**src/rtl/onehot_decoder_buf.sv**
```systemverilog
// One-hot decoder for a priority-encoder index, followed by a small circular FIFO of decoded words.
// Codes are decoded when they are pushed, so the FIFO stores one-hot words (or all-zero).
module onehot_decoder_buf #(
  parameter int unsigned NUM_BITS = 3,
  parameter int unsigned DEPTH    = 2
) (
  input  logic                     clk,
  input  logic                     rst_n,
  input  logic                     in_valid,
  output logic                     in_ready,
  input  logic [NUM_BITS-1:0]      code_in,
  input  logic                     code_vld,
  output logic [(2**NUM_BITS)-1:0] sigOut,
  output logic                     out_valid,
  input  logic                     out_ready,
  output logic [15:0]              xfer_cnt,
  output logic [7:0]               err_cnt
);

  localparam int unsigned OUT_W = 2 ** NUM_BITS;
  localparam int unsigned PTR_W = (DEPTH > 1) ? $clog2(DEPTH) : 1;
  localparam int unsigned OCC_W = $clog2(DEPTH + 1);

  logic [OUT_W-1:0] mem [DEPTH];
  logic [PTR_W-1:0] wp;
  logic [PTR_W-1:0] rp;
  logic [OCC_W-1:0] occ;

  logic             push_c;
  logic             pop_c;
  logic             in_bad_c;
  logic [OUT_W-1:0] dec_c;

  // Handshake flags depend only on registered occupancy.
  assign in_ready  = (occ != OCC_W'(DEPTH));
  assign out_valid = (occ != '0);
  assign sigOut    = out_valid ? mem[rp] : '0;

  assign push_c = in_valid && in_ready;
  assign pop_c  = out_valid && out_ready;

  // Unknown-bit detection exists only in simulation; hardware never flags an error.
`ifdef SYNTHESIS
  assign in_bad_c = 1'b0;
`else
  assign in_bad_c = $isunknown({code_in, code_vld});
`endif

  always_comb begin
    dec_c = '0;
    if (!in_bad_c && (code_vld == 1'b1)) begin
      dec_c[code_in] = 1'b1;
    end
  end

  // Storage is not reset: it is only visible while occupancy is nonzero.
  always_ff @(posedge clk) begin
    if (rst_n && push_c) begin
      mem[wp] <= dec_c;
    end
  end

  always_ff @(posedge clk) begin
    if (!rst_n) begin
      wp       <= '0;
      rp       <= '0;
      occ      <= '0;
      xfer_cnt <= '0;
      err_cnt  <= '0;
    end else begin
      if (push_c) begin
        wp <= (wp == PTR_W'(DEPTH - 1)) ? '0 : wp + PTR_W'(1);
        if (xfer_cnt != 16'hFFFF) begin
          xfer_cnt <= xfer_cnt + 16'd1;
        end
        if (in_bad_c && (err_cnt != 8'hFF)) begin
          err_cnt <= err_cnt + 8'd1;
        end
      end
      if (pop_c) begin
        rp <= (rp == PTR_W'(DEPTH - 1)) ? '0 : rp + PTR_W'(1);
      end
      case ({push_c, pop_c})
        2'b10:   occ <= occ + OCC_W'(1);
        2'b01:   occ <= occ - OCC_W'(1);
        default: occ <= occ;
      endcase
    end
  end

endmodule

```
**config.mk**
```make
export PLATFORM = sky130hd
export DESIGN_NAME = onehot_decoder_buf
export DESIGN_NICKNAME = d
export VERILOG_FILES = /design/src/rtl/onehot_decoder_buf.sv
export SDC_FILE = /design/constraint.sdc
export NUM_CORES = 1
export LEC_CHECK = 0
export ABC_AREA = 1
export BUFFER_PORTS_ARGS = -buffer_cell sky130_fd_sc_hd__buf_2
export CORE_AREA = 5 5 73 75
export DETAILED_ROUTE_END_ITERATION = 10
export DIE_AREA = 0 0 78 80
export PLACE_DENSITY = 0.75
export REMOVE_ABC_BUFFERS = 1
export SLEW_MARGIN = 25
export SYNTH_ARGS = -nofsm -noshare
export SYNTH_HDL_FRONTEND = slang
export SYNTH_SLANG_ARGS = --single-unit
```
**constraint.sdc**
```tcl
create_clock -name clk -period 1.7 [get_ports clk]
set_input_delay 0.17 -clock clk [delete_from_list [all_inputs] [get_ports clk]]
set_output_delay 0.17 -clock clk [all_outputs]
set_load 0.01 [all_outputs]
```
==> results.json, run 1 <==
{
  "syn_inst": 253,
  "cts_setup_buffers": 0,
  "initial_core_util_pct": 42.69,
  "ir_drop_v": 0.0004887,
  "drt-pass1-iter-count": 4,
  "ys_async_sr_fraction_pct": 0,
  "start_kind": "flop",
  "critPathBufInv": 0,
  "drive_gt1_share_pct": 22.18,
  "grt_pass1_vias": 1675,
  "nNetsFinal": 302,
  "seq_area_frac_synth_pct": 45.89,
  "cts_made_buffers": 5,
  "wl_per_cell_um": 12.51,
  "dr_total_vias": 1719,
  "clock_sinks": 37,
  "fmax_mhz": 650.0,
  "cp-end-kind": "flop",
  "crit_family": "simple AND/OR/NAND/NOR gates",
  "h-tree-depth": 2,
  "hold_violations": 0,
  "hold_path.class": "in -> reg",
  "powerDensity_mw_per_mm2": 940.4,
  "dpl.cell_count": 339,
  "synth-edff-count": 16,
  "die_w_um": 78,
  "grt.overflow.total": 0,
  "synth_area_mm2": 0.001963,
  "final_core_util_pct": 48.76,
  "critical_path_required_ps": 1880,
  "fin_crit_sh_pct": 90.50,
  "skew_ps": 3.521,
  "grt_first_pass_wirelength_um": 7279,
  "finalWeightedCongestion": 0.8424,
  "tns_ps": 0,
  "drv_cap": 0,
  "yosysUniqueCellTypes": 29,
  "drt-initial-drc-count": 94,
  "cts_resized": 0,
  "synth_largest_area_cell": "edfxtp_1",
  "ys_seq_elements": 37,
  "worst_skew_pair.late_latency_ps": 290,
  "vias_per_cell": 4.954,
  "grt_max_degree": 18,
  "core.rowCount": 25,
  "die-area_mm2": 0.006240,
  "root_buffer": "clkbuf_8",
  "path_clk_slew_ps": 70,
  "leakage_nw": 0.9933,
  "postRouteAntennaNets": 0,
  "cts_tree": "yes",
  "ioPinCount": 42,
  "port_buffers": 33,
  "synth_common_cells": "nand2_1 (58), nor2_1 (48), a21oi_1 (22)",
  "antenna-diode-count": 0,
  "netlist.area_leader.share_pct": 24.47,
  "synth.area.top_cells": "edfxtp_1 (24%), dfxtp_1 (21%), nand2_1 (11%), nor2_1 (9.2%), a21oi_1 (5.6%)",
  "rsz0062_at_grt": "no",
  "synth_ff_type": "dfxtp_1",
  "yosysWarnings": 0,
  "synth_most_common_cell": "nand2_1",
  "hold_buffers": 0,
  "drc": 0,
  "routed_wirelength_um": 4340,
  "slew_viol_final": 0,
  "antenna_found_initial": 0,
  "syn_avg_cell_area_um2": 7.759,
  "fin_crit_ps": 1539,
  "die_h_um": 80,
  "cp_max_fo": 13,
  "worst_path_largest_cell_delay_ps": 390,
  "syn_to_final_growth_pct": 14.21,
  "setup-violations-final": 0,
  "dp_hpwl_um": 3273,
  "core_area_mm2": 0.004598,
  "cts_buffer_depth": 2,
  "status": "finished clean",
  "finalNonFillerCells": 347,
  "track_usage_pct": 14.44,
  "cpMaxStageDelayCell": "dfxtp_1",
  "crit_chain": "ha_1 -> nand3_4 -> nor2_4 -> nand3_2 -> a21oi_1 -> nor2_1",
  "crit_arrival_ps": 1720,
  "worstSetupPathType": "reg -> reg"
}
## metrics by stage
step | power [mW] | worst slack [ps] | hold WS [ps] | instance area (um^2)
after floorplan | 1.350 | 74.54 | 290.5 | 1892
after global placement | 1.530 | 217.6 | 434.0 | 2162
after detailed placement | 1.548 | 162.4 | 449.4 | 2162
after CTS | 2.136 | 148.3 | 210.4 | 2242
after global routing | 2.230 | 34.58 | 246.6 | 2242
final | 2.109 | 161.5 | 223.1 | 2242
## worst paths after layout
path,from,endpoint,slack (ps),cells after the start
hold reg to reg,rp$_SDFFE_PN0P_,flop,470,1
setup reg to reg,xfer_cnt[0]$_SDFFE_PN0P_,xfer_cnt[11]$_SDFFE_PN0P_,160,6
hold / removal,out_ready,flop,220,4
setup / recovery,xfer_cnt[0]$_SDFFE_PN0P_,xfer_cnt[11]$_SDFFE_PN0P_,160,6
## sequential cells by signal, summed over array words and instances (netlist names), named ones only
| name | flops |
|---|---|
| xfer_cnt | 16 |
| occ | 2 |
| wp | 1 |
| rp | 1 |
| mem | 16 |
## worst reg2reg max path, cell delays in order, from the launching register on
cell     delay [ps]
dfxtp_1         390
ha_1            250
nand3_4         140
nor2_4          150
nand3_2         230
a21oi_1         220
nor2_1           60
## cell usage in the layout, fill, tap and decap left out, types with 2 or more instances in the layout
cell and count:
a21oi_1 22, buf_2 33, buf_4 5, clkbuf_1 2
clkbuf_8 5, conb_1 8, dfxtp_1 21, edfxtp_1 16
ha_1 2, inv_1 17, inv_2 3, nand2_1 58
nand2_2 4, nand2_4 2, nand3_1 12, nand4_1 3
nor2_1 48, nor2_2 7, nor2_4 3, nor3_1 6
o21ai_0 4, o21ai_1 3
## logic make-up (layout without fill, tap and decap cells)
| kind of cell | Yosys count | after routing | synth area share, % |
|---|---|---|---|
| simple gates | 150 | 150 | 36.01 |
| flops | 37 | 37 | 45.89 |
| buf+inv | 33 | 66 | 8.795 |
| compound gates | 29 | 29 | 7.393 |
| fa+ha+maj | 2 | 2 | 1.274 |
| other cells | 1 | 8 | 0.1910 |
| xor+xnor | 1 | 1 | 0.4462 |
## cell type report
type | count | area, um^2
Timing Repair Buffer | 38 | 202.7
Clock inverter | 1 | 3.754
Multi-Input combinational cell | 190 | 915.9
Tap cell | 54 | 67.56
Inverter | 20 | 75.07
Sequential cell | 37 | 900.9
Clock buffer | 7 | 76.32
Fill cell | 474 | 2356
## per-layer routing
layer  share of wire [%]  vias to the layer above  GRT usage (%)
met2                  48                       50          25.71
met1                  43                      785          16.07
met4                 2.3                        0          6.081
met3                 6.7                       10          3.950
met5                   0                        -              0
li1                    -                      874              -
## where the power goes
part	switching (mW)	internal [mW]	total, mW
Clock	0.300	0.285	0.585
Sequential	0.0580	0.990	1.05
Combinational	0.300	0.176	0.476
Total	0.657	1.45	2.11
(Power assumes the default switching activity.)
==> inputs of run 2 (changes only) <==
--- a/config.mk
+++ b/config.mk
@@ -11,6 +11,7 @@
 export DETAILED_ROUTE_END_ITERATION = 10
 export DIE_AREA = 0 0 78 80
 export PLACE_DENSITY = 0.75
+export RECOVER_POWER = 100
 export REMOVE_ABC_BUFFERS = 1
 export SLEW_MARGIN = 25
 export SYNTH_ARGS = -nofsm -noshare
==> results.json, run 2 (synthesized netlist as in run 1, its figures left out) <==
{
  "critical_path_required_ps": 1880,
  "layout_setup_ws_ps": 138.2,
  "hold_path.class": "in -> reg",
  "vias_per_cell": 4.983,
  "die_w_um": 78,
  "tns_ps": 0,
  "antenna-diode-count": 0,
  "track_usage_pct": 14.44,
  "port_buffers": 33,
  "drc": 0,
  "ioPinCount": 42,
  "wl_per_cell_um": 12.53,
  "grt_max_degree": 18,
  "skew_ps": 3.024,
  "cts_buffer_depth": 2,
  "final_core_util_pct": 47.70,
  "rsz0062_at_grt": "no",
  "routed_wirelength_um": 4348,
  "core.rowCount": 25,
  "use_met1_pct": 16.07,
  "final_area_mm2": 0.002193,
  "cts_tree": "yes",
  "use_met3_pct": 3.950,
  "start_kind": "flop",
  "slew_viol_final": 0,
  "syn_to_final_growth_pct": 11.73,
  "core_area_mm2": 0.004598,
  "worst_skew_pair.late_latency_ps": 290,
  "grt.overflow.total": 0,
  "cts_made_buffers": 5,
  "h-tree-depth": 2,
  "gr-usage-met2_pct": 25.71,
  "busiest_layer": "met2",
  "drv_cap": 0,
  "drive_gt1_share_pct": 12.29,
  "reg_top3": "mem x16, xfer_cnt x16, occ x2",
  "layout_commonest_cell": "nand2_1",
  "grt_pass1_vias": 1675,
  "grt_first_pass_wirelength_um": 7279,
  "cts_setup_buffers": 0,
  "dp_hpwl_um": 3273,
  "nNetsFinal": 302,
  "clock_sinks": 37,
  "path_clk_slew_ps": 70,
  "antenna_found_initial": 0,
  "power_mw": 2.079,
  "leakage_nw": 0.8838,
  "drt-initial-drc-count": 98,
  "root_buffer": "clkbuf_8",
  "die_h_um": 80,
  "dr_total_vias": 1729,
  "drt-pass1-iter-count": 4,
  "setup-violations-final": 0,
  "postPlaceCellArea_mm2": 0.002162,
  "hold_buffers": 0,
  "final_cell_mix": "nand2_1 (58), nor2_1 (49), clkbuf_1 (29), a21oi_1 (22), dfxtp_1 (21)",
  "ir_drop_v": 0.0004819,
  "postRouteAntennaNets": 0,
  "fin_crit_sh_pct": 91.87,
  "crit_arrival_ps": 1740,
  "cts_resized": 0,
  "worstSetupPathType": "reg -> reg",
  "finalWeightedCongestion": 0.8424,
  "cp-end-kind": "flop",
  "pre_cts_ws_ps": 162.4,
  "status": "finished clean",
  "die-area_mm2": 0.006240,
  "initial_core_util_pct": 42.69,
  "hold_violations": 0,
  "powerDensity_mw_per_mm2": 948.0,
  "fin_crit_ps": 1562,
  "cp_max_fo": 8,
  "fmax_mhz": 640.3
}
-- run 2: cell types whose count changed in the layout (fill, tap and decap cells not counted) --
cell / delta
clkbuf_2: +2
inv_2: -1
nor2_1: +1
inv_1: +1
buf_4: -3
buf_2: -26
o21ai_0: +2
nor2_4: -1
clkbuf_1: +27
o21ai_1: -2
-- run 2: critical path: stages (launching register included) --
cell	delay (ps)
dfxtp_1	390
ha_1	250
nand3_4	130
inv_1	120
nand2_2	90
nor2_8	180
nor2_2	60
o21ai_0	180
nor2_1	50
-- run 2: routing by layer --
layer,routed length (um),vias up
li1,-,876
met3,291,10
met4,101,0
met5,0,-
met1,1872,791
met2,2083,52
-- run 2: cell type report --
type	count	area, um^2
multi-input cells	190	908.4
repair buffers	38	161.4
fillers	489	2405
clock buffers	7	76.32
clock inverters	1	3.754
flip-flops and latches	37	900.9
inverters	20	75.07
well taps	54	67.56
-- run 2: power breakdown --
| part | switching (mW) | internal [mW] |
|---|---|---|
| clock network | 0.300 | 0.285 |
| registers | 0.0536 | 0.990 |
| logic | 0.303 | 0.148 |
| total | 0.656 | 1.42 |
-- run 2: metrics by stage --
step | hold slack [ps] | std cells
4_1_cts | 210.4 | 347
6_report | 225.1 | 347
3_3_place_gp | 434.0 | 339
5_1_grt | 246.6 | 347
3_5_place_dp | 449.4 | 339
2_1_floorplan | 290.5 | 247
-- run 2: worst paths after layout --
path                                               start                        to  slack, ps  depth (start not counted)
worst max-delay path            xfer_cnt[0]$_SDFFE_PN0P_  xfer_cnt[1]$_SDFFE_PN0P_        140                          8
worst min-delay path                           out_ready                      flop        230                          4
worst max register to register  xfer_cnt[0]$_SDFFE_PN0P_  xfer_cnt[1]$_SDFFE_PN0P_        140                          8
worst min register to register           rp$_SDFFE_PN0P_                      flop        470                          1
==> inputs of run 3 (changes only) <==
--- a/config.mk
+++ b/config.mk
@@ -5,14 +5,14 @@
 export SDC_FILE = /design/constraint.sdc
 export NUM_CORES = 1
 export LEC_CHECK = 0
-export ABC_AREA = 1
 export BUFFER_PORTS_ARGS = -buffer_cell sky130_fd_sc_hd__buf_2
-export CORE_AREA = 5 5 73 75
+export CORE_AREA = 5 5 69 71
 export DETAILED_ROUTE_END_ITERATION = 10
-export DIE_AREA = 0 0 78 80
-export PLACE_DENSITY = 0.75
+export DIE_AREA = 0 0 74 76
+export PLACE_DENSITY = 0.77
 export RECOVER_POWER = 100
 export REMOVE_ABC_BUFFERS = 1
+export SKIP_LAST_GASP = 1
 export SLEW_MARGIN = 25
 export SYNTH_ARGS = -nofsm -noshare
 export SYNTH_HDL_FRONTEND = slang
==> results.json, run 3 <==
{
  "critPathBufInv": 0,
  "synth_most_common_cell": "nor2_1",
  "finalWeightedCongestion": 0.8087,
  "synth_common_cells": "nor2_1 (22), dfxtp_1 (21), edfxtp_1 (16)",
  "worst_skew_pair.late_latency_ps": 290,
  "ioPinCount": 42,
  "wl_per_cell_um": 13.82,
  "slew_viol_final": 0,
  "worst_path_largest_cell_delay_ps": 490,
  "min_to": "mem[1][0]$_DFFE_PP_",
  "worstSetupPathType": "reg -> reg",
  "critical_path_required_ps": 1930,
  "final_cell_mix": "buf_2 (29), nor2_1 (21), dfxtp_1 (19), buf_4 (19), edfxtp_1 (16)",
  "initial_core_util_pct": 42.72,
  "r2r-end": "xfer_cnt[10]$_SDFFE_PN0P_",
  "crit_family": "simple AND/OR/NAND/NOR gates",
  "leakage_nw": 0.8997,
  "fin_crit_sh_pct": 98.55,
  "seq_area_frac_synth_pct": 50.53,
  "drive_gt1_share_pct": 28.22,
  "drt-initial-drc-count": 67,
  "final_area_mm2": 0.002241,
  "skew_ps": 7.237,
  "dp_hpwl_um": 2800,
  "dpl.cell_count": 280,
  "port_buffers": 33,
  "antenna-diode-count": 0,
  "drt-pass1-iter-count": 4,
  "rsz0062_at_grt": "yes",
  "reg_top3": "mem x16, xfer_cnt x16, occ x2",
  "fmax_mhz": 596.9,
  "h-tree-depth": 2,
  "vias_per_cell": 5.246,
  "cts_tree": "yes",
  "syn_inst": 186,
  "power_mw": 2.419,
  "crit_chain": "ha_4 -> nand4_1 -> or3_4 -> or4_4 -> a21oi_2",
  "netlist.area_leader.share_pct": 26.95,
  "grt_pass1_vias": 1440,
  "synth.area.top_cells": "edfxtp_1 (27%), dfxtp_1 (24%), mux2i_1 (6.7%), nor2_1 (4.6%), buf_4 (3.4%)",
  "layout_commonest_cell": "buf_2",
  "hp-start": "code_in[1]",
  "yosysUniqueCellTypes": 33,
  "powerDensity_mw_per_mm2": 1080,
  "nNetsFinal": 250,
  "grt.overflow.total": 0,
  "yosysWarnings": 0,
  "r2r-start": "xfer_cnt[1]$_SDFFE_PN0P_",
  "ir_drop_v": 0.0007619,
  "root_buffer": "clkbuf_8",
  "core.rowCount": 24,
  "drc": 0,
  "core_area_mm2": 0.004174,
  "ys_async_sr_fraction_pct": 0,
  "grt_first_pass_wirelength_um": 6575,
  "synth_area_mm2": 0.001783,
  "whs_path_depth": 2,
  "fin_crit_ps": 1675,
  "cpMaxStageDelayCell": "or4_4",
  "cp_max_fo": 5,
  "cts_buffer_depth": 2,
  "clock_sinks": 37,
  "postPlaceCellArea_mm2": 0.002072,
  "hold_path.class": "in -> reg",
  "syn_avg_cell_area_um2": 9.586,
  "tns_ps": 0,
  "ys_seq_elements": 37,
  "die-area_mm2": 0.005624,
  "cts_made_buffers": 5,
  "holdWs_ps": 248.0,
  "antenna_found_initial": 0,
  "postRouteAntennaNets": 0,
  "synth-edff-count": 16,
  "hold_violations": 0,
  "start_kind": "flop",
  "grt_max_degree": 16,
  "track_usage_pct": 14.83,
  "drv_cap": 0,
  "worstRegToRegCells": 5,
  "synth_ff_type": "dfxtp_1",
  "status": "finished clean",
  "finalNonFillerCells": 293,
  "setup-violations-final": 0,
  "syn_to_final_growth_pct": 25.68,
  "hold_buffers": 0,
  "crit_arrival_ps": 1900,
  "rrSetupSlack_ps": 20,
  "dr_total_vias": 1537,
  "routed_wirelength_um": 4049,
  "synth_largest_area_cell": "edfxtp_1",
  "cp-end-kind": "flop",
  "path_clk_slew_ps": 70,
  "die_h_um": 76,
  "die_w_um": 74
}
## run 3: changes by cell type after synthesis, sizes merged, moves of 5 or more
cell,previous run,this run
a21oi,22,10
or3,0,5
nand3,14,5
mux2i,0,12
nand2b,0,5
nand2,64,12
nor2,59,22
inv,20,8
or4,0,5
## run 3: metrics by stage
step                      util, %  setup WS (ps)
after CTS                   52.49         -29.12
after floorplan                 -         -429.6
after global routing        53.69         -47.75
after detailed placement    49.64         -98.76
after global placement      49.64         -36.42
final                       53.69          24.61
## run 3: logic make-up (layout without fill, tap and decap cells)
group	after synthesis	count (layout)	share of synthesized area [%]
AND/OR/NAND/NOR	84	84	24.56
flip-flops	37	37	50.53
AO/OA/AOI/OAI	24	24	8.211
buffers and inverters	22	70	6.385
multiplexers	12	12	6.737
XOR/XNOR	4	4	1.965
adder cells (fa/ha/maj)	2	2	1.403
other	1	8	0.2103
## run 3: per-layer routing
layer	GRT usage [%]	up-vias	share of wire (%)
met5	0	-	0
met1	19.18	708	42
met2	23.23	54	49
met3	3.694	5	7.5
li1	-	770	-
met4	6.159	0	1.6
## run 3: final cells by class
class | instances | area [um^2]
Fill cell | 363 | 1933
Sequential cell | 37 | 903.4
Tap cell | 52 | 65.06
Inverter | 9 | 33.78
Clock buffer | 5 | 68.82
Timing Repair Buffer | 53 | 306.5
Clock inverter | 3 | 17.52
Multi-Input combinational cell | 134 | 845.8
## run 3: how the worst max path moves through the flow
stage | from | to | slack, ps | cells after the start
finish | xfer_cnt[1]$_SDFFE_PN0P_ | xfer_cnt[10]$_SDFFE_PN0P_ | 20 | 5
detailed placement | xfer_cnt[0]$_SDFFE_PN0P_ | xfer_cnt[10]$_SDFFE_PN0P_ | -100 | 5
floorplan | xfer_cnt[0]$_SDFFE_PN0P_ | xfer_cnt[11]$_SDFFE_PN0P_ | -430 | 5
global placement | xfer_cnt[0]$_SDFFE_PN0P_ | xfer_cnt[10]$_SDFFE_PN0P_ | -40 | 5
CTS | xfer_cnt[1]$_SDFFE_PN0P_ | xfer_cnt[10]$_SDFFE_PN0P_ | -30 | 5
global route | xfer_cnt[1]$_SDFFE_PN0P_ | xfer_cnt[10]$_SDFFE_PN0P_ | -50 | 5
## run 3: where the power goes
part           switching, mW  total [mW]  leakage (nW)  internal (mW)
sequential            0.0771        1.10         0.323           1.02
clock                  0.304       0.587        0.0439          0.282
combinational          0.397       0.731         0.533          0.333
total                  0.779        2.42         0.900           1.64
## run 3: worst reg2reg max path: cells and delay by family (launching register included)
kind / cells / cell delay (ps)
compound gates: 1 / 150
fa+ha+maj: 1 / 130
flops: 1 / 350
simple gates: 3 / 980
## run 3: repair_timing
action / CTS / global route
setup buffers: 2 / 2
resized for setup: 6 / 9
pin swaps: 9 / 4
cloned: 0 / 1
endpoints found under the setup margin: 3 / 10
